**src/rtl/somador_pkg.sv**
```systemverilog
// Shared types and constants for the somador_seq multi-precision add sequencer.
package somador_pkg;

    localparam int DATA_W      = 8;
    localparam int WORDS_W_DEF = 4;
    localparam int LAT_W       = 2;

    typedef enum logic [2:0] {
        IDLE,
        LOAD,
        WAIT,
        OUT,
        DONE
    } state_t;

endpackage

```
**src/rtl/somador_seq_latcnt.sv**
```systemverilog
// Adder latency down-counter: loaded with ADD_LAT on operand acceptance, flags zero.
module somador_seq_latcnt
    import somador_pkg::*;
#(
    parameter int ADD_LAT = 1
) (
    input  logic clk,
    input  logic rst,
    input  logic i_load,
    input  logic i_dec,
    output logic o_zero
);

    logic [LAT_W-1:0] r_cnt;

    always_ff @(posedge clk or posedge rst) begin
        if (rst) begin
            r_cnt <= '0;
        end else if (i_load) begin
            r_cnt <= LAT_W'(ADD_LAT);
        end else if (i_dec && (r_cnt != '0)) begin
            r_cnt <= r_cnt - 1'b1;
        end
    end

    assign o_zero = (r_cnt == '0);

endmodule

```
**src/rtl/somador_seq.sv**
```systemverilog
// Multi-precision add sequencer: streams byte pairs LSB-first through an external adder,
// chaining carry across words. Optional signed overflow output under SOMADOR_SEQ_OVF_EN.
module somador_seq
    import somador_pkg::*;
#(
    parameter int WORDS_W = WORDS_W_DEF,
    parameter int ADD_LAT = 1
) (
    input  logic              clk,
    input  logic              rst,
    input  logic              start,
    input  logic [WORDS_W-1:0] n_words,
    input  logic              carry_in,
    output logic              busy,
    input  logic              in_valid,
    output logic              in_ready,
    input  logic [DATA_W-1:0] a_in,
    input  logic [DATA_W-1:0] b_in,
    output logic [DATA_W-1:0] add_a,
    output logic [DATA_W-1:0] add_b,
    output logic              add_cin,
    input  logic [DATA_W-1:0] add_sum,
    input  logic              add_cout,
    output logic              out_valid,
    input  logic              out_ready,
    output logic [DATA_W-1:0] out_sum,
    output logic              out_last,
    output logic              done,
    output logic              carry_out
`ifdef SOMADOR_SEQ_OVF_EN
    ,
    output logic              ovf_o
`endif
);

    state_t               r_state;
    state_t               w_next;
    logic [WORDS_W-1:0]   r_remaining;
    logic                 r_carry;
    logic                 r_carry_out;
    logic [DATA_W-1:0]    r_add_a;
    logic [DATA_W-1:0]    r_add_b;
    logic                 r_add_cin;
    logic [DATA_W-1:0]    r_out_sum;
    logic                 r_out_last;
    logic                 w_lat_zero;
    logic                 w_start_ok;
    logic                 w_accept;
    logic                 w_capture;
    logic                 w_handshake;

    assign w_start_ok  = (r_state == IDLE) && start;
    assign w_accept    = (r_state == LOAD) && in_valid;
    assign w_capture   = (r_state == WAIT) && w_lat_zero;
    assign w_handshake = (r_state == OUT) && out_ready;

    somador_seq_latcnt #(
        .ADD_LAT (ADD_LAT)
    ) u_latcnt (
        .clk    (clk),
        .rst    (rst),
        .i_load (w_accept),
        .i_dec  (r_state == WAIT),
        .o_zero (w_lat_zero)
    );

    always_ff @(posedge clk or posedge rst) begin
        if (rst) begin
            r_state <= IDLE;
        end else begin
            r_state <= w_next;
        end
    end

    always_comb begin
        w_next = r_state;
        case (r_state)
            IDLE: begin
                if (start) begin
                    w_next = (n_words != '0) ? LOAD : DONE;
                end
            end
            LOAD: begin
                if (in_valid) begin
                    w_next = WAIT;
                end
            end
            WAIT: begin
                if (w_lat_zero) begin
                    w_next = OUT;
                end
            end
            OUT: begin
                if (out_ready) begin
                    w_next = r_out_last ? DONE : LOAD;
                end
            end
            DONE:    w_next = IDLE;
            default: w_next = IDLE;
        endcase
    end

    // The final carry is published on the same edge that enters DONE, so it is valid with done.
    always_ff @(posedge clk or posedge rst) begin
        if (rst) begin
            r_remaining <= '0;
            r_carry     <= 1'b0;
            r_carry_out <= 1'b0;
            r_add_a     <= '0;
            r_add_b     <= '0;
            r_add_cin   <= 1'b0;
            r_out_sum   <= '0;
            r_out_last  <= 1'b0;
        end else begin
            if (w_start_ok) begin
                r_remaining <= n_words;
                r_carry     <= carry_in;
                if (n_words == '0) begin
                    r_carry_out <= carry_in;
                end
            end
            if (w_accept) begin
                r_add_a   <= a_in;
                r_add_b   <= b_in;
                r_add_cin <= r_carry;
            end
            if (w_capture) begin
                r_out_sum  <= add_sum;
                r_carry    <= add_cout;
                r_out_last <= (r_remaining == WORDS_W'(1));
            end
            if (w_handshake) begin
                r_remaining <= r_remaining - 1'b1;
                if (r_out_last) begin
                    r_carry_out <= r_carry;
                end
            end
        end
    end

`ifdef SOMADOR_SEQ_OVF_EN
    logic r_ovf_pend;
    logic r_ovf;

    // Overflow is judged on the most significant word only, then published alongside carry_out.
    always_ff @(posedge clk or posedge rst) begin
        if (rst) begin
            r_ovf_pend <= 1'b0;
            r_ovf      <= 1'b0;
        end else begin
            if (w_start_ok && (n_words == '0)) begin
                r_ovf <= 1'b0;
            end
            if (w_capture) begin
                r_ovf_pend <= (r_add_a[DATA_W-1] == r_add_b[DATA_W-1]) &&
                              (add_sum[DATA_W-1] != r_add_a[DATA_W-1]);
            end
            if (w_handshake && r_out_last) begin
                r_ovf <= r_ovf_pend;
            end
        end
    end

    assign ovf_o = r_ovf;
`endif

    assign busy      = (r_state != IDLE);
    assign in_ready  = (r_state == LOAD);
    assign out_valid = (r_state == OUT);
    assign done      = (r_state == DONE);
    assign add_a     = r_add_a;
    assign add_b     = r_add_b;
    assign add_cin   = r_add_cin;
    assign out_sum   = r_out_sum;
    assign out_last  = r_out_last;
    assign carry_out = r_carry_out;

endmodule

```
**config.mk**
```make
export PLATFORM = sky130hd
export DESIGN_NAME = somador_seq
export DESIGN_NICKNAME = d
export VERILOG_FILES = /design/src/rtl/somador_pkg.sv /design/src/rtl/somador_seq_latcnt.sv /design/src/rtl/somador_seq.sv
export SDC_FILE = /design/constraint.sdc
export NUM_CORES = 1
export LEC_CHECK = 0
export CAP_MARGIN = 20
export CORE_MARGIN = 2
export CORE_UTILIZATION = 46
export CTS_BUF_LIST = sky130_fd_sc_hd__clkbuf_16
export DETAILED_ROUTE_END_ITERATION = 10
export GPL_TIMING_DRIVEN = 0
export PLACE_DENSITY = 0.8
export SLEW_MARGIN = 20
export SYNTH_ARGS = -nofsm -noshare
export SYNTH_HDL_FRONTEND = slang
export SYNTH_SLANG_ARGS = --single-unit
```
**constraint.sdc**
```tcl
create_clock -name clk -period 2.4 [get_ports clk]
set_input_delay 0.24 -clock clk [delete_from_list [all_inputs] [get_ports clk]]
set_output_delay 0.24 -clock clk [all_outputs]
set_load 0.01 [all_outputs]
```
* Word-level counts from Yosys, hierarchy flattened
Cells that the tools add are included.
** Storage, ports and cells
- ROM bits :: 0
- Bits in registers :: 37
- Latch bits :: 0
- Memory bits (writable) :: 0
- Memories :: 0
** Cells by class
- Bitwise logic cells :: 0
- Add/sub/neg operators :: 2
- Mux-type cells :: 17
- Equal/unequal tests :: 9
- Reductions and logical operators :: 15
- Order comparisons :: 0
- Shift-type cells :: 0
- Div/mod/pow operators :: 0
- $mul :: 0
** Operators by type and width (count)
- 3-bit 2-to-1 mux :: 6
- 3-bit one-hot mux with 4 select lines :: 1
- 4-bit 2-to-1 mux :: 2
- 2-bit nonzero test :: 4
- 3-bit by 2-bit equality test with 1-bit output, second input constant :: 2
- 1-bit 2-to-1 mux :: 6
- 2-bit != test, second input constant :: 3
- 1-bit logical AND :: 5
- 4-bit by 1-bit equality test with 1-bit output, second input constant :: 1
- 4-bit zero test :: 1
- 2-bit 2-to-1 mux :: 2
- 4-bit AND reduction :: 1
- 4-bit nonzero test :: 1
- 4-bit by 1-bit subtractor with 4-bit output, second input constant :: 1
- 3-bit by 1-bit equality test with 1-bit output, second input constant :: 1
- 3-bit equality test, second input constant :: 1
- 3-bit zero test :: 1
- 3-bit nonzero test :: 1
- 2-bit zero test :: 1
- 2-bit by 1-bit != test with 1-bit output, second input constant :: 1
- 2-bit by 1-bit subtractor with 2-bit output, second input constant :: 1

* Logic depth before layout (Yosys ltp)
Gate-level depths: netlist of the first run.
- Depth after elaboration :: 5
- Mapped depth :: 7
- Gate-level depth less buffers :: 6

* By module
A second synthesis of the first run with hierarchy kept.
** Second synthesis, totals
- Cells, all modules :: 137
- Area total of the unflattened synthesis :: 1715.4 um^2
** By module, submodules not included
- somador_seq :: instances 1, cells an instance 125, seq. area each 875.8 um^2, area each 1595.3 um^2
- somador_seq_latcnt :: instances 1, cells an instance 12, seq. area each 50.0 um^2, area each 120.1 um^2

* Worst setup path after synthesis of the first run
No wires, ideal clock.
- Kind :: register -> register
- Start :: register r_state[1]
- End :: register r_add_a[7] (netlist: add_a[7])
- Path buffers :: 2
- Setup time :: 0.125 ns
- Cell stages (with the launch flop) :: 6
- Required time :: 2.275 ns
- Slack :: 0.712 ns
- Arrival time :: 1.563 ns
- Period minus slack after synthesis :: 1.688 ns
- Path through :: dfrtp_1 > nor3b_1 > and2_1 > buf_6 > buf_6 > mux2_2
** Between the ends
- Cells in the longest elaborated chain, start to end :: 2
** Ends and longest elaborated chain
- start, declared :: RTL line somador_seq.sv:36 : state_t r_state;
- start signal, assigned :: RTL line somador_seq.sv:71 : r_state <= w_next;
- 3-bit by 1-bit equality test with 1-bit output
- named net in_ready :: RTL line somador_seq.sv:16 : output logic in_ready,
- 1-bit logical AND :: RTL line somador_seq.sv:53 : assign w_accept = (r_state == LOAD) && in_valid;
- end signal, assigned :: RTL line somador_seq.sv:123 : r_add_a <= a_in;
- end, declared :: RTL line somador_seq.sv:41 : logic [DATA_W-1:0] r_add_a;
The timed path passes the listed nets, and every way through them passes these cells.
A chain may end at the register's enable or synchronous reset.

* Worst setup path in the final report of the first run
- Start :: register r_state[1]
- End :: output port out_valid
** Between the ends
- Cells in the longest elaborated chain, start to end :: 1
** Ends and longest elaborated chain
- 3-bit by 2-bit equality test with 1-bit output :: RTL line somador_seq.sv:169 : assign out_valid = (r_state == OUT);
- end, declared :: RTL line somador_seq.sv:24 : output logic out_valid,
Every way passes these cells.

==> results.md, run 1 <==
- Dpl hpwl: 2870 um
- Worst Hold Class: input pin to async pin
- Final Cell Area: 2560 um^2
- Max VDD drop: 0.654 mV
- Cells resized by post-CTS repair: 0
- Max-cap violations: 0
- Fin crit share: 88.8%
- Flops & latches, synth: 37
- Status: complete, no violations
- Skew-Pair Late Insertion Delay: 0.28 ns
- Share of post-route cells with drive strength above 1: 21.0%
- Die width: 64.8 um
- Leakage power total: 1.07 nW
- Seq pwr share: 34.8%
- Height of the die: 64.8 um
- Placed cell area: 2410 um^2
- Cell variety after synth: 33
- Min Tclk post-route: 2.13 ns
- Core area: 3610 um^2
- Final Max Slew Viols: 0
- NetSw: 1.03 mW
- FP Rows: 22
- Critical Path Sink Type: output pin
- Mapped cell area: 1700 um^2
- Congestion Overflow GR: 0
- Final ANT Viol Nets: 0
- RSZ-0062 raised after global routing: no
- Post-route DRC: 0
- First-pass GRT wire length: 6700 um
- 1st-iter DRT viols: 73
- H-tree levels: 2
- Total track usage: 21.4%
- Cells after Synth: 137
- Setup TNS: 0 ns
- Final core utilization: 70.9%
- Warning count from the yosys run: 0
- Critical path startpoint category: register
- Layout Skew: 0.00370 ns
- First-pass detailed-route iteration total: 4
- Syn nets: 175
- Clk sinks: 37
- Layout area overhead: 50.4%
- Fmax: 469 MHz
- Die area: 4200 um^2
- Comb power frac: 45.3%
- Io pins: 66
- Initial Utilization: 47.1%
- Slew margin rel.: 50.3%
- Clk buf depth: 2
- Vias in the first global route: 1455
- # hold bufs at CTS: 0
- Number of buffers created by CTS: 5
- Critical path arrival: 1.89 ns
- Largest net degree at the start of global routing: 38
- Vias/cell: 5.17
- PortBufs: 65
- Avg Synthesized Cell Area: 12.4 um^2
- Switching share of power: 32.0%
- Root buf cell: clkbuf_16
- Setup Fix Bufs, Post-CTS: 0
- Reg clk slew, reported paths: 0.06 ns
- Required time of the critical path: 2.16 ns
- RePlAce Congestion: 0.844
- Clock group share of total power: 19.9%
- Final hold vios: 0
- Setup violators final: 0
- Fin nets: 247
- Routed wire length per instance: 14.9 um
- Seq/Total Area, Yosys: 54.5%
- Total wire length: 3860 um
- Initial antenna violation count: 0
- Worst-path fanout max: 10
- CTS tree: yes
- Slew @ Worst Pin: 0.744 ns
- Internal power: 2.18 mW
- Antenna Cells: 0
- Vias post-DR: 1335
- Fillers: 274
- Power Density: 1260 nW/um^2
- Critical path type: register to output pin
-- area by class of cell --
cell class              count  area, um^2  area share, %
well taps                  48        60.1           2.35
clock buffers               5         125           4.89
multi-input cells          86         698           27.3
repair buffers             65         651           25.5
inverters                   8        30.0           1.17
plain buffers               6        45.0           1.76
clock inverters             3        21.3          0.832
flip-flops and latches     37         926           36.2
-- cell usage after synthesis (all sizes together) --
cell type,instances,share of area (%)
a211oi,1,0.44
a21oi,6,1.8
a221o,1,0.59
a22oi,1,0.44
a311oi,1,0.52
a32oi,2,1.0
and2,2,0.74
and4b,1,0.59
buf,6,2.7
dfrtp,37,54
ha,3,2.2
inv,8,1.8
mux2,27,18
mux2i,2,1.2
nand2,8,1.9
nand2b,3,1.1
nand3,3,0.88
nand4b,1,0.52
nor2,8,1.8
nor2b,2,0.74
nor3,3,0.88
nor3b,2,0.88
nor4,1,0.74
nor4b,1,1.4
o21ai,3,0.88
o21ba,1,0.59
o22ai,1,0.37
xnor2,1,0.52
xor2,1,0.52
-- worst paths after layout --
path	from	to	slack [ns]	depth (start not counted)
setup reg to reg	r_state[2]	out_sum[3]	0.65	5
min in group clk	r_remaining[3]	r_remaining[3]	0.49	1
hold reg to reg	r_remaining[3]	r_remaining[3]	0.49	1
setup / recovery	r_state[1]	out_valid	0.27	4
max in group asynchronous	rst	r_state[0]	1.51	2
hold / removal	rst	add_a[3]	0.41	2
-- metal layers --
| layer | global-route usage [%] | vias to the layer above | share of wire, % |
|---|---|---|---|
| li1 | - | 621 | - |
| met1 | 22.4 | 659 | 38 |
| met2 | 37.2 | 51 | 51 |
| met3 | 10.9 | 4 | 9.8 |
| met4 | 6.38 | 0 | 0.88 |
| met5 | 0 | - | 0 |
-- power groups by stage --
stage,Combinational (mW),Clock (mW),Sequential (mW)
2_1_floorplan,0.655,0,1.20
3_3_place_gp,1.42,0,1.10
3_5_place_dp,1.45,0,1.13
4_1_cts,1.47,0.655,1.12
5_1_grt,1.58,0.687,1.16
6_report,1.45,0.640,1.12
-- registers in the layout, indices dropped and copies added (netlist names) --
name	count
r_state	3
add_a	8
add_cin	1
out_sum	8
r_remaining	4
out_last	1
carry_out	1
u_latcnt.r_cnt	2
r_carry	1
add_b	8
-- cell usage in the layout, fill, tap and decap left out, types with 2 or more instances in the layout --
master	synthesis	routed
dfrtp_1	37	37
mux2_2	26	26
nor2_1	8	8
ha_1	3	3
buf_6	2	2
mux2i_1	2	2
clkbuf_16	0	5
a32oi_1	2	2
inv_1	8	7
a21oi_1	6	6
o21ai_0	3	3
buf_2	3	3
nand3_1	3	3
nand2_1	7	7
nor3_1	3	3
nand2b_1	3	3
clkdlybuf4s50_1	0	65
and2_1	2	2
nor3b_1	2	2
nor2b_1	2	2
-- cells by family after synthesis --
logic type	Yosys count	share of synthesized area, %
simple gates	35	12.1
flops	37	54.5
mux	29	19.1
buf+inv	14	4.42
compound gates	17	6.63
xor+xnor	2	1.03
fa+ha+maj	3	2.21
-- critical path: stages, from the launching register on --
cell             delay (ns)
dfrtp_1                0.41
buf_4                  0.19
nor2b_1                0.24
and2_1                 0.22
clkdlybuf4s50_1        0.55
-- metrics by stage --
stage                     setup WS, ns  total power, mW  instances  hold slack, ns
after floorplan                  0.712             1.86        137           0.357
after global placement           0.467             2.52        250           0.468
after detailed placement         0.418             2.58        250           0.480
after CTS                        0.283             3.24        258           0.447
after global routing             0.176             3.43        258           0.520
final                            0.269             3.21        258           0.415
Note: power is estimated with default switching activity, not from simulation.
==> run 2: changes to the inputs <==
--- a/config.mk
+++ b/config.mk
@@ -10,9 +10,10 @@
 export CORE_UTILIZATION = 46
 export CTS_BUF_LIST = sky130_fd_sc_hd__clkbuf_16
 export DETAILED_ROUTE_END_ITERATION = 10
+export GPL_ROUTABILITY_DRIVEN = 0
 export GPL_TIMING_DRIVEN = 0
 export PLACE_DENSITY = 0.8
-export SLEW_MARGIN = 20
+export SLEW_MARGIN = 25
 export SYNTH_ARGS = -nofsm -noshare
 export SYNTH_HDL_FRONTEND = slang
 export SYNTH_SLANG_ARGS = --single-unit
==> results of run 2 <==
Final layout, timing and power as in run 1 (identical DEF).
==> run 3: changes to the inputs <==
--- a/config.mk
+++ b/config.mk
@@ -7,12 +7,12 @@
 export LEC_CHECK = 0
 export CAP_MARGIN = 20
 export CORE_MARGIN = 2
-export CORE_UTILIZATION = 46
+export CORE_UTILIZATION = 43
 export CTS_BUF_LIST = sky130_fd_sc_hd__clkbuf_16
 export DETAILED_ROUTE_END_ITERATION = 10
 export GPL_ROUTABILITY_DRIVEN = 0
 export GPL_TIMING_DRIVEN = 0
-export PLACE_DENSITY = 0.8
+export PLACE_DENSITY = 0.75
 export SLEW_MARGIN = 25
 export SYNTH_ARGS = -nofsm -noshare
 export SYNTH_HDL_FRONTEND = slang
==> constraint.sdc (replaced) <==
create_clock -name clk -period 2 [get_ports clk]
set_input_delay 0.2 -clock clk [delete_from_list [all_inputs] [get_ports clk]]
set_output_delay 0.2 -clock clk [all_outputs]
set_load 0.01 [all_outputs]
==> run 3 against run 2 <==
Against the previous run: clock-buffer cell count is the same; final cell count grew 0.39%; highest routed layer unchanged; largest cell class unchanged; utilization shrank 1.7 points.
==> results.md, run 3 (synthesis gave the netlist of run 1 again) <==
- Setup TNS: 0 ns
- RSZ-0062 raised after global routing: no
- Critical path type: register to output pin
- Critical path arrival: 1.73 ns
- # hold bufs at CTS: 0
- Height of the die: 66.9 um
- Worst-path fanout max: 10
- Antenna Cells: 0
- Total track usage: 19.1%
- CTS tree: yes
- Fmax: 519 MHz
- PortBufs: 65
- Worst Hold Class: input pin to async pin
- Vias in the first global route: 1370
- Share of post-route cells with drive strength above 1: 21.3%
- Reg clk slew, reported paths: 0.05 ns
- Switching share of power: 30.5%
- Status: complete, no violations
- Clock group share of total power: 21.6%
- R2R Path End: out_sum[2]
- Largest net degree at the start of global routing: 38
- Io pins: 66
- Required time of the critical path: 1.80 ns
- Setup violators final: 0
- Total wire length: 3790 um
- Max VDD drop: 0.964 mV
- Congestion Overflow GR: 0
- Number of buffers created by CTS: 5
- Min Tclk post-route: 1.93 ns
- Final ANT Viol Nets: 0
- Crit path from: r_state[0]
- Critical path startpoint category: register
- Most frequent cells in the layout: 64 x clkdlybuf4s50_1, 37 x dfrtp_1, 26 x mux2_2
- Commonest non-fill, non-tap cell in the layout: clkdlybuf4s50_1
- Internal power: 2.75 mW
- Final hold vios: 0
- Power Density: 1530 nW/um^2
- NetSw: 1.21 mW
- Fin nets: 248
- Slew @ Worst Pin: 0.743 ns
- Final Max Slew Viols: 0
- Skew-Pair Late Insertion Delay: 0.27 ns
- Max-cap violations: 0
- Total Power: 3.95 mW
- Leakage power total: 1.09 nW
- Fin crit share: 96.3%
- Layout Skew: 0.00292 ns
- Core area: 3740 um^2
- Post-route DRC: 0
- Vias post-DR: 1334
- Slew margin rel.: 50.4%
- Initial Utilization: 45.4%
- Dpl hpwl: 2800 um
- Vias/cell: 5.15
- Worst reg2reg startpoint: r_state[2]
- Comb power frac: 44.7%
- FP Rows: 22
- Die area: 4470 um^2
- Fillers: 300
- Root buf cell: clkbuf_16
- Initial antenna violation count: 0
- Seq pwr share: 33.7%
- Critical Path Sink Type: output pin
- Crit path to: busy
- Clk sinks: 37
- Layout area overhead: 52.4%
- Routed wire length per instance: 14.6 um
- R2R Setup Slk: 0.22 ns
- Clk buf depth: 2
- First-pass GRT wire length: 6290 um
- Die width: 66.9 um
- 1st-iter DRT viols: 112
- Cells on worst reg2reg path: 5
- Hold WS: 0.379 ns
- First-pass detailed-route iteration total: 5
- H-tree levels: 2
[run 3: worst min path at each step]
stage | to | slack [ns] | cells past startpoint
after CTS | add_a[5] | 0.41 | 2
final | out_sum[5] | 0.38 | 2
after global placement | r_remaining[3] | 0.48 | 1
after global routing | out_sum[1] | 0.47 | 2
after detailed placement | r_remaining[3] | 0.49 | 1
after floorplan | r_carry | 0.32 | 2
[run 3: worst max-delay path, cell delays in order, from the launching register on]
cell,delay (ns)
dfrtp_1,0.45
buf_2,0.22
nor3_2,0.26
inv_1,0.06
clkdlybuf4s50_1,0.47
[run 3: per-layer routing]
| metal | vias up | part of all wire [%] | track usage, % |
|---|---|---|---|
| met4 | 0 | 1.5 | 7.65 |
| li1 | 621 | - | - |
| met5 | - | 0 | 0 |
| met1 | 659 | 40 | 22.9 |
| met3 | 6 | 6.5 | 5.24 |
| met2 | 48 | 52 | 32.5 |
[run 3: layout make-up]
| cell class | count | area [um^2] | area share (%) |
|---|---|---|---|
| buffer | 6 | 47.5 | 1.84 |
| clock buffer | 5 | 125 | 4.83 |
| clock inverter | 3 | 37.5 | 1.45 |
| inverter | 8 | 30.0 | 1.16 |
| multi-input combinational | 86 | 706 | 27.3 |
| sequential | 37 | 926 | 35.8 |
| tap | 48 | 60.1 | 2.32 |
| timing repair buffer | 66 | 657 | 25.4 |
[run 3: power groups by stage]
stage          Combinational, mW  Clock, mW  Sequential [mW]
6_report                    1.77      0.854             1.33
5_1_grt                     1.92      0.899             1.38
4_1_cts                     1.79      0.867             1.33
3_5_place_dp                1.75          0             1.35
3_3_place_gp                1.71          0             1.32
2_1_floorplan              0.786          0             1.44
[run 3: timing repair]
item                                    in CTS  in global routing
buffers inserted                             1                  0
endpoints found under the setup margin       2                  1
pin swaps                                    0                  0
resized for setup                            3                  1
[run 3: per-stage QoR]
step                      std cells  worst slack (ns)  cell area [um^2]  utilization (%)
after global placement          250            0.0841              2410             64.4
after global routing            259           0.00833              2590             69.2
after detailed placement        250            0.0800              2410             64.4
after floorplan                 137             0.312              1700                -
final                           259            0.0742              2590             69.2
after CTS                       259            0.0830              2590             69.1
